`src/rtl/calc_op_sequencer.sv`:
```
// Calculator ALU sequencer: gathers operand/operator tokens, issues ALU operations,
// waits on the ALU handshake and returns results, chaining results into the next A.
module calc_op_sequencer #(
   parameter int DATA_W      = 32,
   parameter int OP_W        = 4,
   parameter int OP_MAX      = 9,
   parameter int ALU_TIMEOUT = 15
) (
   input  logic              clk,
   input  logic              rst_n,
   input  logic              num_valid,
   input  logic [DATA_W-1:0] num_data,
   input  logic              op_valid,
   input  logic [OP_W-1:0]   op_code,
   input  logic              eq_valid,
   input  logic              clear,
   output logic [DATA_W-1:0] alu_a,
   output logic [DATA_W-1:0] alu_b,
   output logic [OP_W-1:0]   alu_op,
   output logic              alu_start,
   input  logic              alu_done,
   input  logic [DATA_W-1:0] alu_result,
   input  logic [3:0]        alu_flags,
   output logic [DATA_W-1:0] result,
   output logic [3:0]        flags,
   output logic              result_valid,
   output logic              busy,
   output logic              err
);

   localparam int CNT_W = $clog2(ALU_TIMEOUT + 1);
   localparam logic [OP_W-1:0]  OP_MAX_V  = OP_W'(OP_MAX);
   localparam logic [CNT_W-1:0] TIMEOUT_V = CNT_W'(ALU_TIMEOUT);
   localparam logic [CNT_W-1:0] CNT_ONE   = CNT_W'(1'b1);

   typedef enum logic [2:0] {
      S_IDLE    = 3'd0,
      S_HAVE_A  = 3'd1,
      S_HAVE_OP = 3'd2,
      S_HAVE_B  = 3'd3,
      S_EXEC    = 3'd4,
      S_WAIT    = 3'd5,
      S_DONE    = 3'd6
   } state_t;

   state_t              state_q, state_d;
   logic [DATA_W-1:0]   alu_a_q, alu_a_d, alu_b_q, alu_b_d;
   logic [OP_W-1:0]     alu_op_q, alu_op_d, pend_op_q, pend_op_d;
   logic [DATA_W-1:0]   result_q, result_d;
   logic [3:0]          flags_q, flags_d;
   logic [CNT_W-1:0]    cnt_q, cnt_d;
   logic                chain_q, chain_d;
   logic                alu_start_q, alu_start_d;
   logic                result_valid_q, result_valid_d;
   logic                busy_q, busy_d;
   logic                err_q, err_d;

   logic                op_legal_s, take_eq_s, take_op_s, take_num_s;
   logic [CNT_W-1:0]    cnt_inc_s;

   // Only the highest-priority strobe is considered; clear is handled above all.
   assign take_eq_s  = eq_valid;
   assign take_op_s  = op_valid & ~eq_valid;
   assign take_num_s = num_valid & ~eq_valid & ~op_valid;
   assign op_legal_s = (op_code <= OP_MAX_V);
   assign cnt_inc_s  = cnt_q + CNT_ONE;

   // Next-state and next-output computation.
   always_comb begin
      state_d        = state_q;
      alu_a_d        = alu_a_q;
      alu_b_d        = alu_b_q;
      alu_op_d       = alu_op_q;
      pend_op_d      = pend_op_q;
      result_d       = result_q;
      flags_d        = flags_q;
      cnt_d          = cnt_q;
      chain_d        = chain_q;
      err_d          = err_q;
      if (clear) begin
         state_d = S_IDLE;
         chain_d = 1'b0;
         cnt_d   = {CNT_W{1'b0}};
         err_d   = 1'b0;
      end else begin
         case (state_q)
            S_IDLE: begin
               if (take_op_s) begin
                  if (op_legal_s) begin
                     alu_a_d  = result_q;
                     alu_op_d = op_code;
                     state_d  = S_HAVE_OP;
                  end else begin
                     err_d = 1'b1;
                  end
               end else if (take_num_s) begin
                  alu_a_d = num_data;
                  state_d = S_HAVE_A;
               end else begin
                  state_d = S_IDLE;
               end
            end
            S_HAVE_A: begin
               if (take_op_s) begin
                  if (op_legal_s) begin
                     alu_op_d = op_code;
                     state_d  = S_HAVE_OP;
                  end else begin
                     err_d = 1'b1;
                  end
               end else if (take_num_s) begin
                  alu_a_d = num_data;
               end else begin
                  state_d = S_HAVE_A;
               end
            end
            S_HAVE_OP: begin
               if (take_op_s) begin
                  if (op_legal_s) begin
                     alu_op_d = op_code;
                  end else begin
                     err_d = 1'b1;
                  end
               end else if (take_num_s) begin
                  alu_b_d = num_data;
                  state_d = S_HAVE_B;
               end else begin
                  state_d = S_HAVE_OP;
               end
            end
            S_HAVE_B: begin
               if (take_eq_s) begin
                  chain_d = 1'b0;
                  state_d = S_EXEC;
               end else if (take_op_s) begin
                  if (op_legal_s) begin
                     pend_op_d = op_code;
                     chain_d   = 1'b1;
                     state_d   = S_EXEC;
                  end else begin
                     err_d = 1'b1;
                  end
               end else if (take_num_s) begin
                  alu_b_d = num_data;
               end else begin
                  state_d = S_HAVE_B;
               end
            end
            S_EXEC: begin
               cnt_d   = {CNT_W{1'b0}};
               state_d = S_WAIT;
            end
            S_WAIT: begin
               if (alu_done) begin
                  result_d = alu_result;
                  flags_d  = alu_flags;
                  state_d  = S_DONE;
               end else if (cnt_inc_s == TIMEOUT_V) begin
                  cnt_d   = {CNT_W{1'b0}};
                  err_d   = 1'b1;
                  state_d = S_IDLE;
               end else begin
                  cnt_d = cnt_inc_s;
               end
            end
            S_DONE: begin
               alu_a_d = result_q;
               if (chain_q) begin
                  alu_op_d = pend_op_q;
                  chain_d  = 1'b0;
                  state_d  = S_HAVE_OP;
               end else begin
                  state_d = S_IDLE;
               end
            end
            default: begin
               state_d = S_IDLE;
            end
         endcase
      end
      // Pulse/level outputs are registered from the state being entered.
      alu_start_d    = (state_d == S_EXEC);
      result_valid_d = (state_d == S_DONE);
      busy_d         = (state_d == S_EXEC) || (state_d == S_WAIT) || (state_d == S_DONE);
   end

   // State and output registers.
   always_ff @(posedge clk or negedge rst_n) begin
      if (!rst_n) begin
         state_q        <= S_IDLE;
         alu_a_q        <= {DATA_W{1'b0}};
         alu_b_q        <= {DATA_W{1'b0}};
         alu_op_q       <= {OP_W{1'b0}};
         pend_op_q      <= {OP_W{1'b0}};
         result_q       <= {DATA_W{1'b0}};
         flags_q        <= 4'd0;
         cnt_q          <= {CNT_W{1'b0}};
         chain_q        <= 1'b0;
         alu_start_q    <= 1'b0;
         result_valid_q <= 1'b0;
         busy_q         <= 1'b0;
         err_q          <= 1'b0;
      end else begin
         state_q        <= state_d;
         alu_a_q        <= alu_a_d;
         alu_b_q        <= alu_b_d;
         alu_op_q       <= alu_op_d;
         pend_op_q      <= pend_op_d;
         result_q       <= result_d;
         flags_q        <= flags_d;
         cnt_q          <= cnt_d;
         chain_q        <= chain_d;
         alu_start_q    <= alu_start_d;
         result_valid_q <= result_valid_d;
         busy_q         <= busy_d;
         err_q          <= err_d;
      end
   end

   assign alu_a        = alu_a_q;
   assign alu_b        = alu_b_q;
   assign alu_op       = alu_op_q;
   assign alu_start    = alu_start_q;
   assign result       = result_q;
   assign flags        = flags_q;
   assign result_valid = result_valid_q;
   assign busy         = busy_q;
   assign err          = err_q;

endmodule

```
`config.mk`:
```
export PLATFORM = sky130hd
export DESIGN_NAME = calc_op_sequencer
export DESIGN_NICKNAME = d
export VERILOG_FILES = /design/src/rtl/calc_op_sequencer.sv
export SDC_FILE = /design/constraint.sdc
export NUM_CORES = 1
export LEC_CHECK = 0
export ABC_AREA = 1
export CAP_MARGIN = 25
export CORE_MARGIN = 5
export CORE_UTILIZATION = 45
export DETAILED_ROUTE_END_ITERATION = 8
export PLACE_DENSITY = 0.78
export REMOVE_ABC_BUFFERS = 1
export SLEW_MARGIN = 5
export SYNTH_ARGS = -nofsm -noshare
export SYNTH_HDL_FRONTEND = slang
export SYNTH_SLANG_ARGS = --single-unit
```
`constraint.sdc`:
```
create_clock -name clk -period 1.6 [get_ports clk]
set_input_delay 0.16 -clock clk [delete_from_list [all_inputs] [get_ports clk]]
set_output_delay 0.16 -clock clk [all_outputs]
set_load 0.005 [all_outputs]
```
### Yosys cells after proc, flatten, opt, wreduce, memory -nomap -nowiden

Index checks and enable logic that the tools add are counted.

* reduce and logical (&&, ||, !) cells: 18
* bitwise logic cells: 6
* equal/unequal tests: 21
* mux-type cells: 45
* magnitude comparators: 1
* add/subtract/negate cells: 1

Operator list (number)
* 32-bit two-way mux: 7
* 32-bit one-hot mux with 3 select lines: 1
* 32-bit one-hot mux with 2 select lines: 1
* 3-bit two-way mux: 12
* 4-bit two-way mux: 6
* 3-bit one-hot mux with 7 select lines: 1
* 3-bit equality test, second input constant: 6
* 4-bit one-hot mux with 2 select lines: 2
* 1-bit two-way mux: 12
* 3-bit inequality test, second input constant: 4
* 5-bit AND reduction: 2
* 3-bit AND reduction: 3
* 3-bit nonzero test: 3
* 4-bit inequality test, second input constant: 2
* 4-bit AND reduction: 2
* 3-bit by 2-bit equality test with 1-bit output, second input constant: 2
* 2-bit inequality test, second input constant: 3
* 4-bit by 1-bit adder with 4-bit output, second input constant: 1
* 4-bit equality test, second input constant: 1
* 4-bit <= comparator, second input constant: 1
* 2-bit by 1-bit inequality test with 1-bit output, second input constant: 2
* 2-bit nonzero test: 2
* 4-bit nonzero test: 1
* 1-bit AND: 3
* 9 further kinds: 12

* register bits: 120
* output and inout port bits: 108
* word-level logic and storage cells: 105
* bits of input ports: 79

### Logic depth before layout (Yosys ltp)

* word-level depth: 11
* gate-level depth with buffers: 10
* gate-level depth less buffers: 10

### Least setup slack after synthesis

No wires, ideal clock.

* path type: register -> register
* start: register state_q[0]
* end: register alu_a_q[0], in the netlist alu_a[0]
* slack: 277 ps
* stages on the path, launching flop included: 9
* required time: 1484 ps
* data arrival time: 1206 ps
* cell sequence: dfrtp_1 -> inv_2 -> nand3_4 -> buf_6 -> o21ai_4 -> nand3_4 -> buf_2 -> nand2_1 -> nand2_1

* cells in the longest elaborated chain, start to end: 3

RTL lines
* start, declared: RTL line 46 `state_t state_q, state_d;`
* start signal, assigned: RTL line 204 `state_q <= state_d;`
* 3-bit by 1-bit equality test with 1-bit output (tied with other cells): RTL line 86 `case (state_q)`
* 2-bit inequality test (no line) (tied with other cells)
* 4-bit AND reduction (no line)
* end signal, assigned: RTL line 191 `alu_a_q <= {DATA_W{1'b0}};`
* end signal, assigned: RTL line 205 `alu_a_q <= alu_a_d;`
* end, declared: RTL line 47 `logic [DATA_W-1:0] alu_a_q, alu_a_d, alu_b_q, alu_b_d;`

Several ways; a longest one is shown, not always the timed one.
A chain may end at the register's enable or synchronous reset.

### Worst setup path in the final report

Ends and elaborated chain as after synthesis.

==> impl_metrics.csv <==
group,metric,value,unit
logic_synthesis,ys_ff_latch,120,
final_layout,final_cells,1159,
logic_synthesis,synth-main-ff-cell,"dfrtp_1",
worst_setup_path,worstReg2RegEnd,"alu_a[0]",
run_status,run_status,"completed",
sta,setup_violations,0,
worst_setup_path,required,1.94,ns
worst_hold_path,hold_class,"in2async",
final_layout,nNetsFinal,1056,
grt,grt_pass1_vias,5173,
logic_synthesis,yosys_warnings,0,
worst_setup_path,cp_max_fo,28,
sta,finalHoldViolations,0,
sta,whs,0.182,ns
place,routabilityCongestion,0.900,
worst_setup_path,r2r_slack,0.09,ns
final_layout,diodes,0,
final_layout,fin_util,68.6,%
place,portBuffers,186,
logic_synthesis,async_flop_share,100,%
grt,grt_max_degree,57,
sta,finalSetupTns,0,ns
routing,drt-initial-drc-count,334,
routing,drcViolationCount,0,
worst_setup_path,crit_arrival,1.85,ns
die,core.rowCount,41,
grt,overflow,0,
clocking,clkLatencyLatePin,0.41,ns
logic_synthesis,ys_types,28,
sta,clock_skew,0.00551,ns
die,start_util,46.1,%
routing,ant_nets,0,
logic_synthesis,synth_edf_count,0,
pwr,vdd_drop_max,0.000603,V
routing,wl_per_cell,14.4,µm
pwr,p_leak,0.00430,µW
clocking,h-tree-depth,4,
worst_setup_path,startpoint_type,"flop",
die,dieArea,15400,µm²
die,core_area,12700,µm²
clocking,clock_sinks,120,
grt,use_met2,36.1,%
logic_synthesis,avgSynthCellArea,7.64,µm²
routing,drt_first_pass_iters,5,
sta,finalCritPeriodShare,94.3,%
routing,wirelength,16.7,mm
pwr,powerDensity,1150,nW/µm²
grt,grt_pass1_wl,26.3,mm
die,fp.dieH,124,µm
clocking,clkTransAtPathRegs,0.05,ns
routing,via_count,5559,
sta,rsz0062_at_grt,"no",
place,place_ws,-0.137,ns
logic_synthesis,ys_seq_area_share,51.4,%
worst_setup_path,worstSetupPathType,"reg2reg",
die,dieWidth,124,µm
place,dp.cells,1126,
clocking,cts-root-buf,"clkbuf_16",
logic_synthesis,netlist_area,5840,µm²
clocking,cts_buffer_depth,2,
sta,drv_slew,0,
sta,worst_slew_pin_slew,0.303,ns
grt,globalRouteMet1Util,28.5,%
worst_setup_path,reg2reg_depth,8,
clocking,cts_tree,"done",
grt,use_met3,5.72,%
routing,avgViaCountPerCell,4.80,
worst_setup_path,timing.rr.start,"state_q[0]",
grt,grt_busiest_layer,"met2",
die,pin_count,187,
logic_synthesis,syn_inst,765,
grt,grtUsageTotal,22.0,%
worst_setup_path,end_kind,"flop",
place,hpwlAfterDp,12.0,mm
job,cap_violations,0,
sta,fin_crit,1.51,ns
clocking,cts_buffers,17,
sta,worst_slack,0.0908,ns
final_layout,synthToLayoutAreaGrowth,48.9,%
sta,fmax,663,MHz
final_layout,nFillCells,1045,
sta,slew_headroom,79.7,%
final_layout,drive_above_1_share,9.52,%
grt,grt_antenna_before_repair,0,
## where the power goes
part           internal, µW  switching [µW]  total (µW)
registers              3510             318        3830
clock network          2470            1300        3760
logic                  1380            1040        2420
total                  7360            2650       10000
## worst max-delay path by stage
stage                     from           end  slack [ns]  depth (start not counted)
floorplan             eq_valid     alu_b[22]       -1.18                          5
global placement    op_code[1]  pend_op_q[3]       -0.13                          7
detailed placement  op_code[1]  pend_op_q[3]       -0.14                          7
CTS                   cnt_q[0]      cnt_q[0]        0.01                         10
global route        state_q[1]     alu_a[25]       0.007                          9
finish              state_q[0]      alu_a[0]        0.09                          8
## synth_stat cells (5+ instances only)
cell type  number  share of area, %
o21ai_0        47               4.0
nand2_1       347                22
o21ai_1        68               5.8
a21oi_1         5              0.43
buf_4           5              0.64
inv_2           7              0.45
nor2_1         14              0.90
dfrtp_1       120                51
nand3_1        16               1.4
inv_1          85               5.5
clkbuf_1        5              0.32
buf_2          14               1.2
buf_6           6               1.2
## metrics by stage
stage          total power [µW]  area [µm²]
6_report                  10000        8700
5_1_grt                   10600        8700
4_1_cts                   10100        8670
3_5_place_dp               6300        8080
3_3_place_gp               6240        8080
2_1_floorplan              4710        5580
## layout make-up
cell class	count	area [µm²]	share of cell area (%)
clock buffers	22	454	5.22
clock inverters	9	124	1.42
inverters	93	354	4.07
multi-input cells	516	2260	26.0
flip-flops and latches	120	3000	34.5
well taps	172	215	2.47
repair buffers	227	2280	26.2
## cells in the final DEF (no fill, tap or decap), types with 9 or more instances in the layout
cell type        instances
nand2_1                345
clkdlybuf4s50_1        185
dfrtp_1                119
inv_1                   85
o21ai_1                 68
o21ai_0                 47
buf_4                   32
clkbuf_16               17
nand3_1                 14
nor2_1                  13
buf_12                   9
## worst max-delay path, stage by stage, from the launching register on
cell and delay [ns]:
dfrtp_2 0.46, nand2_2 0.14, nor2_4 0.06, o21ai_4 0.24
buf_12 0.21, nand2_1 0.07, o21ai_1 0.10, nand2_1 0.08
nand2_1 0.07
## sequential cells by signal (all words and copies together) (netlist names)
register,flops
chain_q,1
pend_op_q,4
alu_op,4
alu_a,32
result,32
state_q,3
alu_start,1
alu_b,32
busy,1
flags,4
result_valid,1
cnt_q,4
err,1
## routing by layer
metal	vias up	part of all wire, %
met5	-	0
met4	0	1.5
met3	20	7.3
met2	168	49
met1	2591	42
li1	2780	-
## kinds of logic (layout without fill, tap and decap cells)
logic type	after synthesis	after routing	share of synthesized area (%)
AOI/OAI and AO/OA	124	124	11.1
adders and majority gates	2	2	0.428
buffers and inverters	129	351	10.5
DFF	120	120	51.4
and+or+nand+nor	390	390	26.6
## repair_timing
item / in CTS / in global routing
setup endpoints to repair: 0 / 33
hold endpoints to repair: 120 / 0
setup buffers: 0 / 1
hold buffers: 1 / 0
resized for setup: 0 / 7
(Power assumes the default switching activity.)
